**config.mk**
```make
export PLATFORM = sky130hd
export DESIGN_NAME = seq_divider
export DESIGN_NICKNAME = d
export VERILOG_FILES = /design/src/rtl/seq_divider.sv
export SDC_FILE = /design/constraint.sdc
export NUM_CORES = 1
export LEC_CHECK = 0
export ABC_AREA = 0
export CELL_PAD_IN_SITES_DETAIL_PLACEMENT = 1
export CELL_PAD_IN_SITES_GLOBAL_PLACEMENT = 2
export CORE_ASPECT_RATIO = 0.7
export CORE_MARGIN = 8
export CORE_UTILIZATION = 27
export CTS_CLUSTER_DIAMETER = 200
export DETAILED_ROUTE_END_ITERATION = 12
export PLACE_DENSITY_LB_ADDON = 0.1
export SLEW_MARGIN = 20
export SYNTH_ARGS = -nofsm -noshare
export SYNTH_HDL_FRONTEND = slang
export SYNTH_SLANG_ARGS = --single-unit
```
**constraint.sdc**
```tcl
create_clock -name clk -period 2.1 [get_ports clk]
set_clock_uncertainty 0.1 [all_clocks]
set_input_delay 0.42 -clock clk [delete_from_list [all_inputs] [get_ports clk]]
set_output_delay 0.42 -clock clk [all_outputs]
set_load 0.05 [all_outputs]
```
**src/rtl/seq_divider.sv**
```systemverilog
// Multi-cycle radix-2 restoring divider with a start/done handshake, remainder output,
// divide-by-zero flag and an optional two's-complement mode.
module seq_divider #(
    parameter int M      = 26,
    parameter int N      = 14,
    parameter bit SIGNED = 1'b0
) (
    input  logic         clk,
    input  logic         rst_n,
    input  logic         start,
    input  logic [M-1:0] dividend,
    input  logic [N-1:0] divisor,
    output logic         busy,
    output logic         done,
    output logic [M-1:0] quotient,
    output logic [N-1:0] remainder,
    output logic         div_zero
);
    localparam int CW = $clog2(M + 1);

    typedef enum logic [1:0] {IDLE, CALC, DONE} state_t;

    state_t        state_reg;
    logic [M-1:0]  dvd_reg;     // dividend bits shift out of the top, quotient bits in at the bottom
    logic [N-1:0]  dvs_reg;
    logic [N:0]    pr_reg;
    logic [CW-1:0] cnt_reg;
    logic          sign_q_reg;
    logic          sign_r_reg;
    logic          zero_reg;

    logic          dvd_neg;
    logic          dvs_neg;
    logic [M-1:0]  dvd_mag;
    logic [N-1:0]  dvs_mag;
    logic [N:0]    shifted;
    logic [N:0]    trial;
    logic          fits;
    logic [M-1:0]  q_final;
    logic [N-1:0]  r_final;

    always_comb begin
        dvd_neg = SIGNED && dividend[M-1];
        dvs_neg = SIGNED && divisor[N-1];
        // The most-negative value negates to itself, which is the correct unsigned magnitude.
        dvd_mag = dvd_neg ? -dividend : dividend;
        dvs_mag = dvs_neg ? -divisor : divisor;
        shifted = {pr_reg[N-1:0], dvd_reg[M-1]};
        fits    = shifted >= {1'b0, dvs_reg};
        trial   = shifted - {1'b0, dvs_reg};
        q_final = (SIGNED && sign_q_reg) ? -dvd_reg : dvd_reg;
        r_final = (SIGNED && sign_r_reg) ? -pr_reg[N-1:0] : pr_reg[N-1:0];
    end

    always_ff @(posedge clk) begin
        if (!rst_n) begin
            state_reg  <= IDLE;
            dvd_reg    <= '0;
            dvs_reg    <= '0;
            pr_reg     <= '0;
            cnt_reg    <= '0;
            sign_q_reg <= 1'b0;
            sign_r_reg <= 1'b0;
            zero_reg   <= 1'b0;
            busy       <= 1'b0;
            done       <= 1'b0;
            quotient   <= '0;
            remainder  <= '0;
            div_zero   <= 1'b0;
        end else begin
            case (state_reg)
                IDLE: begin
                    done <= 1'b0;
                    if (start) begin
                        sign_q_reg <= dvd_neg ^ dvs_neg;
                        sign_r_reg <= dvd_neg;
                        dvs_reg    <= dvs_mag;
                        pr_reg     <= '0;
                        cnt_reg    <= CW'(M);
                        if (divisor == '0) begin
                            // Raw dividend is kept so its low bits can be reported as the remainder.
                            zero_reg  <= 1'b1;
                            dvd_reg   <= dividend;
                            busy      <= 1'b0;
                            state_reg <= DONE;
                        end else begin
                            zero_reg  <= 1'b0;
                            dvd_reg   <= dvd_mag;
                            busy      <= 1'b1;
                            state_reg <= CALC;
                        end
                    end
                end
                CALC: begin
                    pr_reg  <= fits ? trial : shifted;
                    dvd_reg <= {dvd_reg[M-2:0], fits};
                    cnt_reg <= cnt_reg - CW'(1);
                    if (cnt_reg == CW'(1)) begin
                        busy      <= 1'b0;
                        state_reg <= DONE;
                    end
                end
                DONE: begin
                    quotient  <= zero_reg ? '1 : q_final;
                    remainder <= zero_reg ? dvd_reg[N-1:0] : r_final;
                    div_zero  <= zero_reg;
                    done      <= 1'b1;
                    state_reg <= IDLE;
                end
                default: begin
                    state_reg <= IDLE;
                end
            endcase
        end
    end
endmodule

```
# [Word level (Yosys, flattened, before mapping)]
# Cells that the tools add are included.
# Widths: inputs -> output; s select.
[word_totals] regBits=105 elab_cells=46
[op_classes] n_addsub=2 order_cmp=1 n_eq_ne=5 n_mux=19 n_reduce_logical=8
[ops] operator="$mux 26" n=2
[ops] operator="$pmux 26 s2" n=1
[ops] operator="$mux 14" n=3
[ops] operator="$pmux 14 s2" n=1
[ops] operator="$ge 15x14->1" n=1
[ops] operator="$logic_not 14->1" n=1
[ops] operator="$sub 14x14->14" n=1
[ops] operator="$pmux 5 s2" n=1
[ops] operator="$mux 2" n=3
[ops] operator="$reduce_and 2->1" n=3
[ops] operator="$eq 5x1->1 const B" n=1
[ops] operator="$mux 5" n=1
[ops] operator="$sub 5x1->5 const B" n=1
[ops] operator="$mux 1" n=4
[ops] operator="$ne 2x2->1 const B" n=2
[ops] operator="$pmux 1 s2" n=2
[ops] operator="$pmux 2 s2" n=1
[ops] operator="$reduce_bool 2->1" n=2
[ops] operator="$reduce_and 3->1" n=1
[ops] operator="$eq 2x1->1 const B" n=1
[ops] operator="$eq 2x2->1 const B" n=1
[ops] operator="$logic_not 2->1" n=1

# [Logic depth before layout (Yosys ltp)]
[depth] word_depth=4 mapped_depth=10

# [Worst setup path before layout]
# Ideal clock, no wire load.
[synth_path] kind="register -> register" from="register dvs_reg[6]" to="register dvd_reg[0]" setup_time_ns=0.128 arrival_time_ns=1.952 slack_ns=-0.079 stages_incl_launch_ff=11 cell_sequence="dfxtp_1 -> inv_1 -> ha_1 -> a211o_1 -> a21oi_2 -> nand2_2 -> o21ai_4 -> o21bai_4 -> buf_6 -> a222oi_1 -> nor2_1"
[synth_between] elab_chain_cells=2
[synth_rtl] element="from (decl)" line_no="25" text="logic [N-1:0] dvs_reg;"
[synth_rtl] element="from (signal assigned)" line_no="77" text="dvs_reg <= dvs_mag;"
[synth_rtl] element="$ge 15x14->1" line_no="49" text="fits = shifted >= {1'b0, dvs_reg};"
[synth_rtl] element="$pmux 26 s2" line_no="71" text="case (state_reg)"
[synth_rtl] element="to (signal assigned)" line_no="83" text="dvd_reg <= dividend;"
[synth_rtl] element="to (signal assigned)" line_no="88" text="dvd_reg <= dvd_mag;"
[synth_rtl] element="to (signal assigned)" line_no="96" text="dvd_reg <= {dvd_reg[M-2:0], fits};"
[synth_rtl] element="to (decl)" line_no="24" text="logic [M-1:0] dvd_reg;"
# Every way passes these cells.
# A chain may end at the register's enable or synchronous reset.

# [Worst setup path after layout]
[layout_path] from="register dvs_reg[6]" to="register pr_reg[11]"
[layout_between] elab_chain_cells=3 word_cells_on_any_way=4
[layout_rtl] element="$sub 14x14->14 / $ge 15x14->1 (equally long branches)" line_no="50, 49"
[layout_rtl] element="$mux 14 *" line_no="95" text="pr_reg <= fits ? trial : shifted;"
[layout_rtl] element="$pmux 14 s2 *" line_no="71"
[layout_rtl] element="to (signal assigned)" line_no="95"
[layout_rtl] element="to (decl)" line_no="26" text="logic [N:0] pr_reg;"
# Mark *: on every way between the ends. The rest lies on a longest branch, timed or not.

==> impl_metrics.yaml <==
global_routing:
  globalRouteOverflowTotal: 0
  grt_pass1_vias: 5266
  antenna_found_initial: 0
  grt_first_pass_wirelength_um: 28700
  track_usage_pct: 15.7
  grt_max_degree: 37
yosys:
  yosys_warnings: 0
  synth_top_cell_area_share_pct: 42.1
  ys_types: 49
  yosys.area.top_type: "dfxtp_1"
  synth-async-reset-ratio_pct: 0
  synth_edf_count: 0
  yosysSeqAreaShare_pct: 42.1
  synth_area_sq_mm: 0.00499
  netlist_instances: 645
  syn_avg_cell_area_sq_um: 7.74
  synth.area.top_cells: "dfxtp_1 42%, nor2_1 7.0%, nand2_1 6.3%"
  synth_ff_type: "dfxtp_1"
  synth_nets: 705
  ys_seq_elements: 105
setup_path:
  endpoint_kind: "register"
  crit_type: "reg -> reg"
  critPathArrivalTime_ns: 2.34
  path_max_fanout: 4
  required_ns: 2.23
  startpoint_type: "register"
power_and_ir_drop:
  netSwitchingFraction_pct: 35.3
  internal_power_mw: 5.18
  p_clk_share_pct: 21.6
  power_frac_seq_pct: 28.9
  power.switching_mw: 2.82
  leakage_nw: 2.81
  max-vdd-ir-drop_mv: 0.587
  combPwrFrac_pct: 49.5
  p_per_area_mw_per_mm2: 1110
floorplan:
  die_y_um: 130
  io-pin-count: 86
  rows: 41
  fp.dieArea_sq_mm: 0.0232
  coreArea_sq_mm: 0.0181
  start_util_pct: 27.7
  die_x_um: 179
timing:
  max_freq_ghz: 0.453
  timing.setup.tns_ns: -0.861
  period_needed_ns: 2.21
  rsz0062_at_grt: "yes"
  slew_headroom_pct: 64.5
  worst_slew_pin_slew_ns: 0.531
  drv_slew: 0
  fin_crit_sh_pct: 105
  whs_ns: 0.355
  setup_viol: 15
  final.setup.worst_slack_ns: -0.105
  hold_viol: 0
cts:
  cts-htree-levels: 3
  clk_pin_slew_ns: 0.07
  clk_latency_ns: 0.35
  ctsRootBufferMaster: "clkbuf_16"
  cts_sinks: 105
  cts_hold_buf: 0
  cts_tree: "done"
  clockBufferDepth: 2
  cts_made_buffers: 9
final_layout:
  fillers: 2148
  drive_gt1_share_pct: 23.0
  n_antenna_cell: 0
  area_delta_synth_final_pct: 44.7
  fin_cells: 1029
  final_net_count: 848
  fin_util_pct: 40.0
routing:
  wl_um: 18500
  firstDrtPassIters: 5
  vias: 5015
  viasPerCell: 4.87
  drc: 0
  wl_per_cell_um: 18.0
  ant_nets: 0
  drtIter0Drc: 245
placed_design:
  hpwl_um: 13100
  gp_congestion: 0.805
  io_buffers: 85
  dp_cells: 994
hold_path:
  hold_class: "reg -> reg"
status:
  violations: "setup timing"
  status: "finished with violations"
job:
  drv_cap: 0
-- per-layer routing --
layer	GRT usage [%]	part of all wire, %
met5	0	0
met1	21.9	50
met2	24.8	45
met4	3.01	0.88
met3	3.23	4.4
-- cell usage in the layout, fill, tap and decap left out, types with 18 or more instances in the layout --
cell type,n
a21oi_1,51
dfxtp_1,93
nand2_1,82
nor3_1,57
mux2i_1,24
buf_4,105
o21ai_0,56
clkdlybuf4s50_1,61
inv_1,18
nor2_1,91
-- final cells by class --
type | count | area, sq um | share of cell area [%]
timing repair buffer | 173 | 1500 | 20.8
sequential | 105 | 2120 | 29.3
tap | 236 | 295 | 4.09
clock buffer | 9 | 225 | 3.12
inverter | 24 | 90.1 | 1.25
clock inverter | 7 | 70.1 | 0.970
multi-input combinational | 475 | 2920 | 40.5
-- worst paths after layout --
check	startpoint	end	slack, ns	cells after the start
worst max-delay path	dvs_reg[6]	pr_reg[11]	-0.11	12
worst min-delay path	dvs_reg[5]	dvs_reg[5]	0.36	2
worst max register to register	dvs_reg[6]	pr_reg[11]	-0.11	12
worst min register to register	dvs_reg[5]	dvs_reg[5]	0.36	2
-- metrics by stage --
step	area [sq um]	total power, mW	worst slack (ns)
2_1_floorplan	5010	4.12	-0.0300
3_3_place_gp	6480	5.01	-0.229
3_5_place_dp	6480	5.07	-0.306
4_1_cts	7110	7.55	-0.0613
5_1_grt	7220	8.47	-0.203
6_report	7220	8.00	-0.105
-- cell families after synthesis --
| group | count (synthesis) | synth area share (%) |
|---|---|---|
| flip-flops | 105 | 42.1 |
| XOR/XNOR | 8 | 1.40 |
| adder cells (fa/ha/maj) | 17 | 4.41 |
| AND/OR/NAND/NOR | 259 | 22.1 |
| multiplexers | 25 | 5.01 |
| AO/OA/AOI/OAI | 165 | 19.8 |
| buffers and inverters | 66 | 5.16 |
-- worst max-delay path, cell delays in order, from the launching register on --
cell and delay (ns):
dfxtp_2 0.34, inv_2 0.06, ha_4 0.25, a211o_1 0.27, a21oi_2 0.17, nand2_2 0.10, o21ai_4 0.22, buf_4 0.16
buf_6 0.08, buf_6 0.09, nand2_2 0.05, o22ai_2 0.09, o21ai_1 0.10
-- synthesized netlist by cell type, types with 4 or more instances --
cell type / number
clkbuf_1: 35
dfxtp_1: 105
mux2i_1: 25
nand3_1: 5
nand2_1: 84
nor3_1: 57
ha_1: 16
nand4_1: 4
o21ai_1: 8
a21o_1: 5
a211oi_1: 15
xnor2_1: 7
nor2b_1: 4
a21oi_1: 51
o21ai_0: 61
buf_1: 4
o21a_1: 4
nor2_1: 93
nor4_1: 4
inv_1: 24
-- power groups by stage --
stage / sequential, mW / clock (mW) / combinational [mW]
finish: 2.31 / 1.73 / 3.96
global route: 2.33 / 1.87 / 4.27
CTS: 2.31 / 1.80 / 3.44
detailed placement: 2.33 / 0 / 2.74
global placement: 2.33 / 0 / 2.68
floorplan: 2.32 / 0 / 1.80
-- repair_timing --
item | in CTS | in global routing
setup buffers | 11 | 9
endpoints found under the setup margin | 14 | 15
gates resized for setup | 46 | 14
cloned | 1 | 0
hold endpoints to repair | 0 | 0
pin swaps | 25 | 12
(Power assumes the default switching activity.)
